==> src/rtl/mem_port_arbiter.sv <==
// Four-core arbiter for one shared single-port memory; one access in flight at a time.
// Round-robin by default; define MEM_ARB_FIXED_PRIORITY_EN for fixed priority (core 0 highest).
module mem_port_arbiter #(
    parameter int unsigned N = 17
) (
    input  logic         clk,
    input  logic         reset,
    input  logic [3:0]   req,
    input  logic [3:0]   we,
    input  logic [11:0]  addr1,
    input  logic [11:0]  addr2,
    input  logic [11:0]  addr3,
    input  logic [11:0]  addr4,
    input  logic [N-1:0] datain1,
    input  logic [N-1:0] datain2,
    input  logic [N-1:0] datain3,
    input  logic [N-1:0] datain4,
    output logic [3:0]   gnt,
    output logic [3:0]   rvalid,
    output logic [11:0]  rdata,
    output logic         mem_en,
    output logic         mem_we,
    output logic [11:0]  mem_addr,
    output logic [11:0]  mem_wdata,
    input  logic [11:0]  mem_rdata,
    output logic         busy
);

    typedef enum logic [1:0] {StIdle, StIssue, StWait, StResp} state_e;

    state_e      state_q, state_d;
    logic [1:0]  sel_idx, idx_q;
    logic        we_q;
    logic [11:0] sel_addr, sel_wdata;
    logic [11:0] addr_q, wdata_q, rdata_q;

`ifdef MEM_ARB_FIXED_PRIORITY_EN
    always_comb begin
        sel_idx = 2'd0;
        for (int i = 3; i >= 0; i--) begin
            if (req[i]) sel_idx = 2'(i);
        end
    end
`else
    logic [1:0] last_grant_q;

    // Scan the search order backwards so the first requester after last_grant wins.
    always_comb begin
        sel_idx = 2'd0;
        for (int i = 4; i >= 1; i--) begin
            if (req[last_grant_q + 2'(i)]) sel_idx = last_grant_q + 2'(i);
        end
    end

    always_ff @(posedge clk or posedge reset) begin
        if (reset) begin
            last_grant_q <= 2'd3;
        end else if (state_q == StIssue) begin
            last_grant_q <= idx_q;
        end
    end
`endif

    always_comb begin
        sel_addr  = addr1;
        sel_wdata = datain1[11:0];
        unique case (sel_idx)
            2'd0: begin sel_addr = addr1; sel_wdata = datain1[11:0]; end
            2'd1: begin sel_addr = addr2; sel_wdata = datain2[11:0]; end
            2'd2: begin sel_addr = addr3; sel_wdata = datain3[11:0]; end
            2'd3: begin sel_addr = addr4; sel_wdata = datain4[11:0]; end
        endcase
    end

    always_ff @(posedge clk or posedge reset) begin
        if (reset) begin
            state_q <= StIdle;
        end else begin
            state_q <= state_d;
        end
    end

    always_comb begin
        state_d = state_q;
        case (state_q)
            StIdle:  if (req != 4'b0) state_d = StIssue;
            StIssue: state_d = we_q ? StIdle : StWait;
            StWait:  state_d = StResp;
            StResp:  state_d = StIdle;
            default: state_d = StIdle;
        endcase
    end

    always_ff @(posedge clk or posedge reset) begin
        if (reset) begin
            idx_q   <= 2'd0;
            we_q    <= 1'b0;
            addr_q  <= 12'h0;
            wdata_q <= 12'h0;
            rdata_q <= 12'h0;
        end else begin
            if (state_q == StIdle && req != 4'b0) begin
                idx_q   <= sel_idx;
                we_q    <= we[sel_idx];
                addr_q  <= sel_addr;
                wdata_q <= sel_wdata;
            end
            if (state_q == StWait) rdata_q <= mem_rdata;
        end
    end

    always_comb begin
        gnt       = 4'b0;
        rvalid    = 4'b0;
        mem_en    = 1'b0;
        mem_we    = 1'b0;
        mem_addr  = 12'h0;
        mem_wdata = 12'h0;
        case (state_q)
            StIssue: begin
                gnt       = 4'b0001 << idx_q;
                mem_en    = 1'b1;
                mem_we    = we_q;
                mem_addr  = addr_q;
                mem_wdata = wdata_q;
            end
            StResp:  rvalid = 4'b0001 << idx_q;
            default: ;
        endcase
    end

    assign rdata = rdata_q;
    assign busy  = (state_q != StIdle);

    // Only the low 12 bits of the write bus are stored.
    if (N > 12) begin : g_unused_upper
        logic unused_upper;
        assign unused_upper = ^{datain1[N-1:12], datain2[N-1:12], datain3[N-1:12],
                                datain4[N-1:12]};
    end

endmodule

==> config.mk <==
export PLATFORM = sky130hd
export DESIGN_NAME = mem_port_arbiter
export DESIGN_NICKNAME = d
export VERILOG_FILES = /design/src/rtl/mem_port_arbiter.sv
export SDC_FILE = /design/constraint.sdc
export NUM_CORES = 1
export LEC_CHECK = 0
export ABC_AREA = 1
export CORE_MARGIN = 2
export CORE_UTILIZATION = 30
export DETAILED_ROUTE_END_ITERATION = 16
export GPL_TIMING_DRIVEN = 1
export PLACE_DENSITY = 0.76
export SETUP_SLACK_MARGIN = 0.05
export SYNTH_ARGS = -nofsm -noshare
export SYNTH_HDL_FRONTEND = slang
export SYNTH_SLANG_ARGS = --single-unit
==> constraint.sdc <==
create_clock -name clk -period 2.34 [get_ports clk]
set_input_delay 0.702 -clock clk [delete_from_list [all_inputs] [get_ports clk]]
set_output_delay 0.702 -clock clk [all_outputs]
set_load 0.05 [all_outputs]
### Word-level counts from Yosys, hierarchy flattened

Cells that the tools add are included.

| operators by class | value |
|---|---|
| $add $sub $neg | 3 |
| order comparisons | 5 |
| equality and inequality tests | 7 |
| shift operators | 1 |
| mux-type cells | 25 |
| reduce and logical (&&, ||, !) cells | 5 |

Operators by type and width:

| cell | number |
|---|---|
| $pmux 12 s4 | 2 |
| $mux 12 | 2 |
| $lt 2x3->1 const B | 5 |
| $mux 2 | 6 |
| $bmux 1 s2 | 5 |
| $eq 2x2->1 const B | 4 |
| $mux 4 | 2 |
| $pmux 2 s4 | 1 |
| $mux 1 | 7 |
| $add 2x2->2 const B | 2 |
| $eq 2x1->1 const B | 2 |
| $logic_not 2->1 | 2 |
| $reduce_bool 4->1 | 1 |
| $shl 1x2->4 const A | 1 |
| $add 2x1->2 const B | 1 |
| $ne 2x2->1 const B | 1 |
| $reduce_bool 2->1 | 1 |
| $logic_and 1x1->1 | 1 |

| storage, ports and cells | value |
|---|---|
| register bits | 43 |
| output and inout port bits | 47 |
| word-level logic and storage cells | 53 |

### Longest topological paths before layout

| logic depth | value |
|---|---|
| word-level depth | 8 |
| mapped depth | 17 |

### Worst setup path before layout

No wires, ideal clock.

| timing path | value |
|---|---|
| kind | flip-flop to output port |
| start | reg (tool-made name) |
| end | out gnt[0] |
| arrival time | 2.802 ns |
| required time | 1.638 ns |
| slack | -1.164 ns |
| cell stages (with the launch flop) | 4 |
| path buffers | 0 |
| path through | dfrtp_1 > nor2_1 > clkinv_1 > nor3_1 |

RTL lines:

| item | line | RTL |
|---|---|---|
| end, declared | 18 | `output logic [3:0] gnt,` |

### Worst setup path in the final report

| timing path | value |
|---|---|
| start | reg state_q[0] |
| end | out mem_wdata[0] |

| on the way | value |
|---|---|
| longest elaborated chain between the ends | 2 |

Ends and longest elaborated chain:

| item | line | RTL |
|---|---|---|
| start, declared | 31 | `state_e state_q, state_d;` |
| start signal, assigned | 77 | `state_q <= StIdle;` |
| start signal, assigned | 79 | `state_q <= state_d;` |
| $eq 2x1->1 | 119 | `case (state_q)` |
| $mux 12 | 119 |  |
| end, declared | 24 | `output logic [11:0] mem_wdata,` |

Every way passes these cells.

==> flow_metrics.tcl <==
set metrics [dict create \
    grt_first_pass_wirelength_um 17700 \
    hold_end "addr_q[1]$_DFFE_PP0P_" \
    rr_endpoint "wdata_q[6]$_DFFE_PP0P_" \
    cap_violations 0 \
    rsz0062_at_grt "false" \
    wl_per_cell_um 13.3 \
    fin_crit_sh_pct 95.3 \
    root_buffer "clkbuf_8" \
    final-hold-violation-count 0 \
    firstDrtPassIters 5 \
    worst-path-max-fanout 16 \
    h-tree-depth 2 \
    syn_nets 647 \
    r2r_start "last_grant_q[0]$_DFFE_PP1P_" \
    reg2reg_depth 13 \
    clockBufferDepth 2 \
    start_kind "flop" \
    nets 819 \
    clkSinkCount 43 \
    row_count 37 \
    vias 3757 \
    antenna_found_initial 0 \
    slowest_delay_ps 370 \
    vdd_drop_max_mv 1.04 \
    final-setup-viol-count 0 \
    drtIter0Drc 202 \
    cp.arrival_ps 1530 \
    crit_top_cell "buf_12" \
    p_leak_nw 2.87 \
    antenna_cells 0 \
    core_sq_um 10300 \
    cts_tree "built" \
    clk_latency_ps 290 \
    final_util_pct 56.3 \
    crit_type "reg -> out" \
    cp.required_ps 1640 \
    syn_area_sq_um 3170 \
    powerDensity_nw_per_um2 1530 \
    hold_path.class "reg -> reg" \
    initial_utilization_pct 30.8 \
    drive_gt1_share_pct 20.1 \
    die_area_sq_um 11400 \
    die_h_um 107 \
    cts_hold_buf 0 \
    grt_max_degree 40 \
    clk_pin_slew_ps 80 \
    syn_area_per_cell_sq_um 6.23 \
    fmax_mhz 449 \
    ant_nets 0 \
    hp-start "addr_q[1]$_DFFE_PP0P_" \
    yosysSeqAreaShare_pct 34.0 \
    viasPerCell 4.59 \
    dp.cells 804 \
    area_growth_pct 82.6 \
    crit_chain "inv_1 > nor2_4 > clkinv_4 > buf_12 > nor2_2 > buf_12" \
    worst_hold_slack_ps 488 \
    synth_cells 509 \
    worstHoldPathCells 2 \
    overflow 0 \
    end_kind "primary output" \
    fillerInstances 945 \
    slowest_stage "dfrtp_1" \
    drc 0 \
    dieWidth_um 107 \
    finClkSkew_ps 3.45 \
    io_buffers 164 \
    cts_inserted_buffers 5 \
    track_usage_pct 19.1 \
    stdcell_count 818 \
    synth-seq-cells 43 \
    tightestPinTransition_ps 552 \
    finalCriticalPeriod_ps 2230 \
    ys_warn_count 0 \
    grt_pass1_vias 3848 \
    slew_viol_final 0 \
    status "complete, no violations" \
    synth_cell_types 28 \
    relSlewSlack_pct 63.1 \
    routabilityCongestion 0.876 \
    drt-total-wl_um 10900 \
    io_pins 185 \
    r2r_setup_slack_ps 270 \
    hpwl_um 8800 \
]
==> layout make-up <==
cell class                 count  area [sq um]  area share, %
clock buffer                   5          68.8           1.19
clock inverter                 3          43.8          0.757
inverter                      98           375           6.49
multi-input combinational    342          1770           30.6
sequential                    43          1080           18.7
tap                          136           170           2.94
timing repair buffer         191          2270           39.3
==> layout by cell type, fill, tap and decap left out, types with 2 or more instances in the layout <==
master | synthesis | routed
nand2_1 | 176 | 175
clkdlybuf4s50_1 | 0 | 125
inv_1 | 91 | 89
nand3_1 | 59 | 59
dfrtp_1 | 41 | 40
buf_12 | 0 | 40
nor2_4 | 1 | 24
nor2_1 | 48 | 21
buf_4 | 3 | 19
mux2_2 | 12 | 12
o21ai_0 | 15 | 12
nand4_1 | 9 | 9
inv_2 | 5 | 7
o21ai_1 | 3 | 5
clkbuf_8 | 0 | 5
nand2_2 | 3 | 4
nor2_2 | 0 | 4
or2_2 | 3 | 3
nor3_2 | 0 | 3
nor3_1 | 6 | 3
dlymetal6s2s_1 | 0 | 3
buf_6 | 4 | 3
nand2_4 | 2 | 2
clkinv_4 | 0 | 2
dfstp_2 | 2 | 2
==> power breakdown <==
| group | internal (W) | switching (W) |
|---|---|---|
| Combinational | 0.00274 | 0.00415 |
| Sequential | 0.00115 | 0.000243 |
| Clock | 0.000318 | 0.000259 |
==> kinds of logic (layout without fill, tap and decap cells) <==
| logic type | count (synthesis) | after routing | synth area share (%) |
|---|---|---|---|
| AOI/OAI and AO/OA | 20 | 20 | 3.28 |
| buffers and inverters | 124 | 297 | 16.5 |
| DFF | 43 | 43 | 34.0 |
| muxes | 12 | 12 | 4.26 |
| and+or+nand+nor | 310 | 310 | 42.0 |
==> layer usage <==
| layer | part of all wire (%) | wire (um) | vias to the layer above | GRT usage, % |
|---|---|---|---|---|
| met4 | 2.1 | 232 | 0 | 6.40 |
| met1 | 41 | 4490 | 1716 | 22.8 |
| li1 | - | - | 1874 | - |
| met5 | 0 | 0 | - | 0 |
| met2 | 51 | 5560 | 149 | 35.8 |
| met3 | 5.5 | 598 | 18 | 1.70 |
==> metrics by stage <==
stage               TNS (ps)  cell area (sq um)  power [W]  setup slack [ps]
floorplan               -120               3350    0.00582             -23.9
global placement       -5520               5580    0.00791              -265
detailed placement     -7040               5580    0.00812              -359
CTS                        0               5730    0.00883              42.2
global route               0               5790    0.00960              42.2
finish                     0               5790    0.00886               111
==> what timing repair did <==
action	4_1_cts	5_1_grt
endpoints found under the setup margin	33	47
resized for setup	14	8
cloned	0	0
pin swaps	1	2
buffers inserted	1	5
==> worst max path at each step <==
| stage | start | cells past startpoint | endpoint |
|---|---|---|---|
| 2_1_floorplan | state_q[0]$_DFFE_PP0P_ | 4 | mem_addr[11] |
| 3_3_place_gp | req[3] | 13 | wdata_q[8]$_DFFE_PP0P_ |
| 3_5_place_dp | req[3] | 13 | wdata_q[8]$_DFFE_PP0P_ |
| 4_1_cts | req[2] | 17 | addr_q[2]$_DFFE_PP0P_ |
| 5_1_grt | state_q[0]$_DFFE_PP0P_ | 6 | mem_wdata[0] |
| 6_report | state_q[0]$_DFFE_PP0P_ | 6 | mem_wdata[0] |
==> critical path, delay by kind of cell, from the launching register on <==
family / cells / cell delay (ps)
buf+inv: 4 / 550
simple gates: 2 / 310
flops: 1 / 370
==> cells in the mapped netlist (all sizes together) <==
cell type	instances	area, sq um
or2	4	25.0
mux2	12	135
nand2	181	702
buf	18	121
inv	97	367
nor2	49	191
o41ai	1	8.76
nand3b	1	20.0
nand4	9	56.3
clkinv	1	3.75
a21oi	1	5.00
clkbuf	8	30.0
dfrtp	41	1030
dfstp	2	52.6
o21ai	18	90.1
nor3	6	30.0
nand3	60	305
==> flip-flops by register name, summed over array words and instances, names as in the netlist, named ones only <==
signal and cells:
addr_q 12, last_grant_q 2, rdata 12, wdata_q 12, state_q 1, idx_q 2, we_q 1
(Power assumes the default switching activity.)
